[config.mk]
export PLATFORM = sky130hd
export DESIGN_NAME = led_scan_display_flat
export DESIGN_NICKNAME = d
export VERILOG_FILES = /design/src/rtl/led_scan_display_if.sv /design/src/rtl/led_scan_display.sv /design/src/flat_wrapper.sv
export SDC_FILE = /design/constraint.sdc
export NUM_CORES = 1
export LEC_CHECK = 0
export ABC_AREA = 1
export CAP_MARGIN = 25
export CORE_MARGIN = 1.5
export CORE_UTILIZATION = 45
export CTS_CLUSTER_DIAMETER = 50
export CTS_CLUSTER_SIZE = 12
export DETAILED_ROUTE_END_ITERATION = 10
export HOLD_SLACK_MARGIN = 0.15
export PLACE_DENSITY = 0.76
export SETUP_SLACK_MARGIN = 0.02
export SLEW_MARGIN = 20
export SYNTH_ARGS = -nofsm -noshare
export SYNTH_HDL_FRONTEND = slang
export SYNTH_SLANG_ARGS = --single-unit
[constraint.sdc]
create_clock -name clk -period 2.3 [get_ports clk]
set_input_delay 0.575 -clock clk [delete_from_list [all_inputs] [get_ports clk]]
set_output_delay 0.575 -clock clk [all_outputs]
set_load 0.02 [all_outputs]
[src/rtl/led_scan_display_if.sv]
// CPU-to-display bus: print strobe, print word, perf counters, selector.
// The CPU side drives everything; the display side only samples.
interface led_scan_display_if;
  logic        led_cpu_enable;
  logic [31:0] led_data_in;
  logic [31:0] total_cycles;
  logic [31:0] condi_branch_num;
  logic [31:0] uncondi_branch_num;
  logic [1:0]  display_sel;

  modport master (
    output led_cpu_enable,
    output led_data_in,
    output total_cycles,
    output condi_branch_num,
    output uncondi_branch_num,
    output display_sel
  );

  modport slave (
    input led_cpu_enable,
    input led_data_in,
    input total_cycles,
    input condi_branch_num,
    input uncondi_branch_num,
    input display_sel
  );
endinterface

[src/rtl/led_scan_display.sv]
// Eight-digit multiplexed hex display for CPU print words and counters.
// Frames are snapshotted at the digit-7 wrap so a frame never tears.
module led_scan_display #(
  parameter int unsigned SCAN_DIV = 100000
) (
  input  logic                 clk,
  input  logic                 rst,
  led_scan_display_if.slave    bus,
  output logic [7:0]           seg,
  output logic [7:0]           an,
  output logic [15:0]          print_count
);

  localparam int unsigned DW = $clog2(SCAN_DIV);
  localparam logic [DW-1:0] DIV_MAX = DW'(SCAN_DIV - 1);

  logic [31:0]   print_latch;
  logic [31:0]   frame_word;
  logic [31:0]   frame_nxt;
  logic [31:0]   src_word;
  logic [DW-1:0] div;
  logic [2:0]    idx;
  logic [2:0]    next_idx;
  logic          en_q;
  logic          tick;
  logic          wrap;

  function automatic logic [7:0] hex_seg(input logic [3:0] h);
    logic [7:0] s;
    unique case (h)
      4'h0: s = 8'hC0;
      4'h1: s = 8'hF9;
      4'h2: s = 8'hA4;
      4'h3: s = 8'hB0;
      4'h4: s = 8'h99;
      4'h5: s = 8'h92;
      4'h6: s = 8'h82;
      4'h7: s = 8'hF8;
      4'h8: s = 8'h80;
      4'h9: s = 8'h90;
      4'hA: s = 8'h88;
      4'hB: s = 8'h83;
      4'hC: s = 8'hC6;
      4'hD: s = 8'hA1;
      4'hE: s = 8'h86;
      4'hF: s = 8'h8E;
    endcase
    return s;
  endfunction

  assign tick     = (div == DIV_MAX);
  assign wrap     = tick && (idx == 3'd7);
  assign next_idx = idx + 3'd1;

  // A strobe on the wrap edge goes straight into the new frame.
  always_comb begin
    src_word = print_latch;
    unique case (bus.display_sel)
      2'd0: src_word = bus.led_cpu_enable ? bus.led_data_in
                                          : print_latch;
      2'd1: src_word = bus.total_cycles;
      2'd2: src_word = bus.condi_branch_num;
      2'd3: src_word = bus.uncondi_branch_num;
    endcase
  end

  assign frame_nxt = wrap ? src_word : frame_word;

  always_ff @(posedge clk or negedge rst) begin
    if (!rst) begin
      print_latch <= '0;
      en_q        <= 1'b0;
      print_count <= '0;
    end else begin
      en_q <= bus.led_cpu_enable;
      if (bus.led_cpu_enable)
        print_latch <= bus.led_data_in;
      if (bus.led_cpu_enable && !en_q)
        print_count <= print_count + 16'd1;
    end
  end

  always_ff @(posedge clk or negedge rst) begin
    if (!rst) begin
      div        <= '0;
      idx        <= '0;
      frame_word <= '0;
      an         <= 8'hFE;
      seg        <= 8'hC0;
    end else begin
      div <= tick ? '0 : div + 1'b1;
      if (tick) begin
        idx        <= next_idx;
        frame_word <= frame_nxt;
        an         <= ~(8'h01 << next_idx);
        seg        <= hex_seg(frame_nxt[{next_idx, 2'b00} +: 4]);
      end
    end
  end

endmodule

[src/flat_wrapper.sv]
// flat-port wrapper written by rule: the top's interface ports become plain ports
module led_scan_display_flat 
#(
  parameter int unsigned SCAN_DIV = 100000
)
  (clk, rst, seg, an, print_count, bus_led_cpu_enable, bus_led_data_in, bus_total_cycles, bus_condi_branch_num, bus_uncondi_branch_num, bus_display_sel);
  led_scan_display_if bus_i ();
  input  logic clk;
  input  logic rst;
  output logic [7:0] seg;
  output logic [7:0] an;
  output logic [15:0] print_count;
  input wire logic [$bits(bus_i.led_cpu_enable)-1:0] bus_led_cpu_enable;
  input wire logic [$bits(bus_i.led_data_in)-1:0] bus_led_data_in;
  input wire logic [$bits(bus_i.total_cycles)-1:0] bus_total_cycles;
  input wire logic [$bits(bus_i.condi_branch_num)-1:0] bus_condi_branch_num;
  input wire logic [$bits(bus_i.uncondi_branch_num)-1:0] bus_uncondi_branch_num;
  input wire logic [$bits(bus_i.display_sel)-1:0] bus_display_sel;
  assign bus_i.led_cpu_enable = bus_led_cpu_enable;
  assign bus_i.led_data_in = bus_led_data_in;
  assign bus_i.total_cycles = bus_total_cycles;
  assign bus_i.condi_branch_num = bus_condi_branch_num;
  assign bus_i.uncondi_branch_num = bus_uncondi_branch_num;
  assign bus_i.display_sel = bus_display_sel;
  led_scan_display #(.SCAN_DIV(SCAN_DIV)) u_core (.clk(clk), .rst(rst), .bus(bus_i), .seg(seg), .an(an), .print_count(print_count));
endmodule
# Yosys cells after proc, flatten, opt, wreduce, memory -nomap -nowiden
# Memory sizes are Yosys's and may differ from the RTL's. A register that Yosys moved wholly into a read port is not among the register bits.
# Index checks and enable logic that the tools add are counted.
word_totals:
  ff_bits: 117
  rom_bits: 112
  input_bits: 133
  wordCells: 29
  memories: 1
op_classes:
  n_addsub: 3
  n_eq_ne: 5
  shifts: 2
  muxes: 4
  bitwise_logic: 1
  n_reduce_logical: 5
mem_list:
  columns: ["memory", "depth", "word_bits", "read_ports", "rd_clocked_by_memory_dff", "wr", "line_no", "source"]
  rows:
  - ["(name not given)", 16, 7, 1, 1, 0, "led_scan_display.sv:30", "unique case (h)"]
op_table:
  columns: ["operator", "n"]
  rows:
  - ["$pmux 32 s4", 1]
  - ["$mux 32", 2]
  - ["$shiftx 32x6->4", 1]
  - ["$add 17x1->17 const B", 1]
  - ["$eq 17x17->1 const B", 1]
  - ["$mux 17", 1]
  - ["$add 16x1->16 const B", 1]
  - ["$not 8->8", 1]
  - ["$shl 1x3->8 const A", 1]
  - ["$eq 2x2->1 const B", 2]
  - ["$add 3x1->3 const B", 1]
  - ["$eq 3x3->1 const B", 1]
  - ["$eq 2x1->1 const B", 1]
  - ["$logic_and 1x1->1", 2]
  - ["$logic_not 1->1", 2]
  - ["$logic_not 2->1", 1]

# Logic depth before layout (Yosys ltp)
logic_depth:
  ltp_word: 4
  mapped_depth: 22
  depth_no_buf: 20

# Worst setup path after synthesis
# OpenSTA, ideal clock, no wires.
synth_path:
  path_kind: "in2reg"
  from: "input bus_display_sel[1]"
  to: "register u_core.seg[3]"
  setup_ns: 0.117
  t_arrival_ns: 2.382
  required_ns: 2.183
  slack_ns: -0.199
  cell_stages: 17
  path_cell_list: "buf_2 -> nor2_2 -> buf_2 -> buf_2 -> nand2_1 -> nand4_1 -> nand2_1 -> nand3_1 -> nand3_1 -> nand3_1 -> nand2_1 -> ha_1 -> nand3_1 -> nand3_1 -> nand2_1 -> nand2_1 -> nand2_1"
synth_between:
  elab_chain_len: 4
  elab_cells_between_ends: 7
  classes_between: "eq/ne (3); shift (1); mux (2); reduce/logical (1)"
synth_rtl:
  columns: ["element", "line_no", "source"]
  rows:
  - ["start, declared", "flat_wrapper.sv:18", "input wire logic [$bits(bus_i.display_sel)-1:0] bus_display_sel;"]
  - ["$eq 2x2->1, or another cell as far along", "led_scan_display.sv:58", "unique case (bus.display_sel)"]
  - ["$pmux 32 s4 *", "led_scan_display.sv:58", null]
  - ["$mux 32 *", "led_scan_display.sv:67", "assign frame_nxt = wrap ? src_word : frame_word;"]
  - ["$shiftx 32x6->4 *", "led_scan_display.sv:96", "seg <= hex_seg(frame_nxt[{next_idx, 2'b00} +: 4]);"]
  - ["end, declared", "led_scan_display.sv:9", "output logic [7:0] seg,"]
# Mark *: on every way between the ends. The rest lies on a longest branch, timed or not.
# A chain may end at the register's enable or synchronous reset.

# Worst setup path after layout
layout_path:
  from: "register u_core.div[1]"
  to: "register u_core.seg[4]"
layout_between:
  elab_chain_len: 4
layout_rtl:
  columns: ["element", "line_no", "source"]
  rows:
  - ["start, declared", "led_scan_display.sv:21", "logic [DW-1:0] div;"]
  - ["start signal, assigned", "led_scan_display.sv:91", "div <= tick ? '0 : div + 1'b1;"]
  - ["$eq 17x17->1 *", "led_scan_display.sv:51", "assign tick = (div == DIV_MAX);"]
  - ["$logic_and 1x1->1", "led_scan_display.sv:52", "assign wrap = tick && (idx == 3'd7);"]
  - ["$mux 32", "led_scan_display.sv:67", null]
  - ["$shiftx 32x6->4", "led_scan_display.sv:96", null]
# Marked as above.

==> impl_metrics.json <==
{
  "numPortBuffers": 163,
  "numClockSinks": 116,
  "synth_area_sq_um": 6250,
  "drt_iter0_drc": 400,
  "post-layout-total-power_mw": 5.87,
  "gp_congestion": 0.888,
  "drt_first_pass_iters": 5,
  "diodes": 0,
  "finalCriticalPeriod_ps": 2470,
  "core-area_sq_um": 13400,
  "postRouteAntennaNets": 0,
  "cp.arrival_ps": 2840,
  "mappedNetlistNets": 964,
  "finish.net_count": 1233,
  "r2r_cells": 19,
  "netlist_instances": 817,
  "ys.flop_type": "dfrtp_1",
  "pwr-share-clk_pct": 46.6,
  "dpl.cell_count": 1225,
  "drc_errors": 0,
  "routed_wl_microns": 20400,
  "syn_avg_cell_area_sq_um": 7.65,
  "grt_use_total_pct": 28.4,
  "drt-vias-per-instance": 5.23,
  "die_x_microns": 121,
  "comb_power_share_pct": 15.2,
  "p_seq_share_pct": 38.3,
  "clk_pin_slew_ps": 60,
  "std_cell_rows": 42,
  "numCtsBuffers": 17,
  "clock_latency_ps": 430,
  "crit_fanout": 6,
  "die-area_sq_um": 14600,
  "ys_async_sr_fraction_pct": 100,
  "worst_slack_ps": -175,
  "start_kind": "flip-flop",
  "violations": "negative setup slack",
  "yosys.area.top_type": "dfrtp_1",
  "htreeDepth": 4,
  "setup_violations": 7,
  "end_kind": "flip-flop",
  "slew_viol_final": 0,
  "p_per_area_nw_per_um2": 588,
  "r2r_end": "u_core.seg[4]",
  "antenna_found_initial": 0,
  "grt_max_degree": 52,
  "maxCapViolCount": 0,
  "rsz0062_at_grt": "true",
  "fin_crit_sh_pct": 108,
  "intPower_mw": 4.39,
  "synth_top_area_share_pct": 43.2,
  "synth_common_cells": "nand2_1, dfrtp_1, nand3_1",
  "ys_types": 40,
  "hold_path.startpoint": "u_core.print_latch[22]",
  "ys_ff_latch": 116,
  "rrSetupSlack_ps": -170,
  "fmax_ghz": 0.404,
  "hold_violations": 0,
  "layout-drive-gt1-share_pct": 24.1,
  "clock_skew_ps": 7.55,
  "yosys_warnings": 0,
  "grt_overflow_total": 0,
  "required_ps": 2660,
  "hold_path_end": "u_core.print_latch[22]",
  "r2r-start": "u_core.div[1]",
  "wl_per_cell_microns": 16.0,
  "root_buffer": "clkbuf_16",
  "switchingPower_mw": 1.48,
  "ios": 165,
  "dpl.hpwl_microns": 14000,
  "p_sw_share_pct": 25.2,
  "die_height_microns": 121,
  "layoutNonFillerInstCount": 1275,
  "start_util_pct": 46.6,
  "grt_pass1_wl_microns": 32300,
  "cts_tree": "done",
  "via_count": 6663,
  "critical_path_class": "flip-flop to flip-flop",
  "synth.most_common_cell": "nand2_1",
  "cts_buffer_depth": 2,
  "peakVddDrop_mv": 0.709,
  "status": "finished, violations left",
  "synthTopCellsByArea": "dfrtp_1, nand2_1, nand3_1",
  "fillerInstances": 960,
  "hold_path.class": "flip-flop to flip-flop",
  "ys_seq_area_share_pct": 46.6,
  "synth-edff-count": 0,
  "first_global_vias": 6700,
  "min_path_cells": 2,
  "leakage_nw": 4.63,
  "syn2layout_area_growth_pct": 59.7
}
## cell type report
type	instances	area (sq um)	area share, %
Multi-Input combinational cell	627	3400	34.0
Clock inverter	12	155	1.55
Sequential cell	116	2910	29.2
Clock buffer	20	457	4.57
Timing Repair Buffer	285	2690	26.9
Inverter	39	158	1.58
Tap cell	176	220	2.21
## critical path, stage by stage, from the launching register on
cell and delay, ps:
dfrtp_1 390, ha_4 170, nand2_4 50, nor2_4 90
nand3_2 90, nor2_4 140, nand3_4 110, buf_6 140
buf_6 100, nand2_2 60, nand3_2 80, nand3_2 80
nand3_2 90, nand2_4 170, inv_6 60, ha_4 150
nand3b_1 170, nand3_2 90, nand3_1 90, nand2_1 80
## registers in the layout, indices dropped and copies added, names as in the netlist
| signal | count |
|---|---|
| u_core.idx | 3 |
| u_core.an | 8 |
| u_core.seg | 7 |
| u_core.div | 17 |
| u_core.en_q | 1 |
| u_core.print_latch | 32 |
| u_core.frame_word | 32 |
| u_core.print_count | 16 |
## cells by family after synthesis
| kind of cell | after synthesis | synth area share, % |
|---|---|---|
| compound gates | 28 | 2.58 |
| xor+xnor | 18 | 2.52 |
| flops | 116 | 46.6 |
| simple gates | 564 | 39.5 |
| other cells | 1 | 0.0600 |
| mux | 1 | 0.180 |
| buf+inv | 75 | 5.76 |
| fa+ha+maj | 14 | 2.80 |
## layer usage
metal  routed length (microns)  global-route usage [%]
met1                      8370                    35.1
met2                     10000                    48.3
met3                      1370                    6.63
met4                       612                    11.0
met5                         0                       0
## power groups by stage
stage	clock, mW	sequential [mW]	combinational, mW
2_1_floorplan	0	2.34	0.270
3_3_place_gp	0	2.27	0.863
3_5_place_dp	0	2.27	0.874
4_1_cts	2.75	2.24	0.894
5_1_grt	2.86	2.26	0.971
6_report	2.73	2.24	0.891
## cell usage in the layout, fill, tap and decap left out, drive strengths merged
cell,count
a211oi,1
a21oi,13
a2bb2oi,1
a31oi,4
and2,1
and3,1
buf,122
bufinv,3
clkbuf,21
clkdlybuf4s50,159
clkinv,8
clkinvlp,2
conb,1
dfrtp,108
dfstp,8
dlygate4sd2,2
dlygate4sd3,1
ha,14
inv,38
mux2,1
nand2,379
nand3,95
nand3b,2
nand4,34
nor2,43
nor3,8
nor4,2
o21ai,8
o21bai,1
xnor2,7
xor2,11
## what timing repair did
item	in CTS	in global routing
hold buffers	1	0
gates cloned	3	0
gates resized for setup	83	15
pin swaps	38	16
endpoints found under the setup margin	13	13
setup buffers	12	3
endpoints found under the hold margin	25	0
## how the worst max path moves through the flow
| stage | end | start | slack, ps |
|---|---|---|---|
| finish | u_core.seg[4] | u_core.div[1] | -170 |
| global route | u_core.seg[0] | u_core.div[1] | -340 |
| CTS | u_core.seg[1] | u_core.div[0] | -160 |
| detailed placement | u_core.seg[1] | bus_display_sel[1] | -770 |
| global placement | u_core.seg[3] | bus_display_sel[1] | -710 |
| floorplan | u_core.seg[3] | u_core.div[0] | -90 |
## metrics by stage
step                setup TNS, ps  instance area (sq um)  hold slack [ps]  setup slack [ps]  utilization [%]
floorplan                    -299                   6320              279             -92.3                -
global placement            -7990                   8820              449              -713             65.8
detailed placement          -8970                   8820              458              -774             65.8
CTS                          -917                   9890              469              -156             73.8
global route                -2140                   9980              488              -338             74.5
finish                      -1070                   9980              468              -175             74.5
Power figures use the tool's default switching activity.
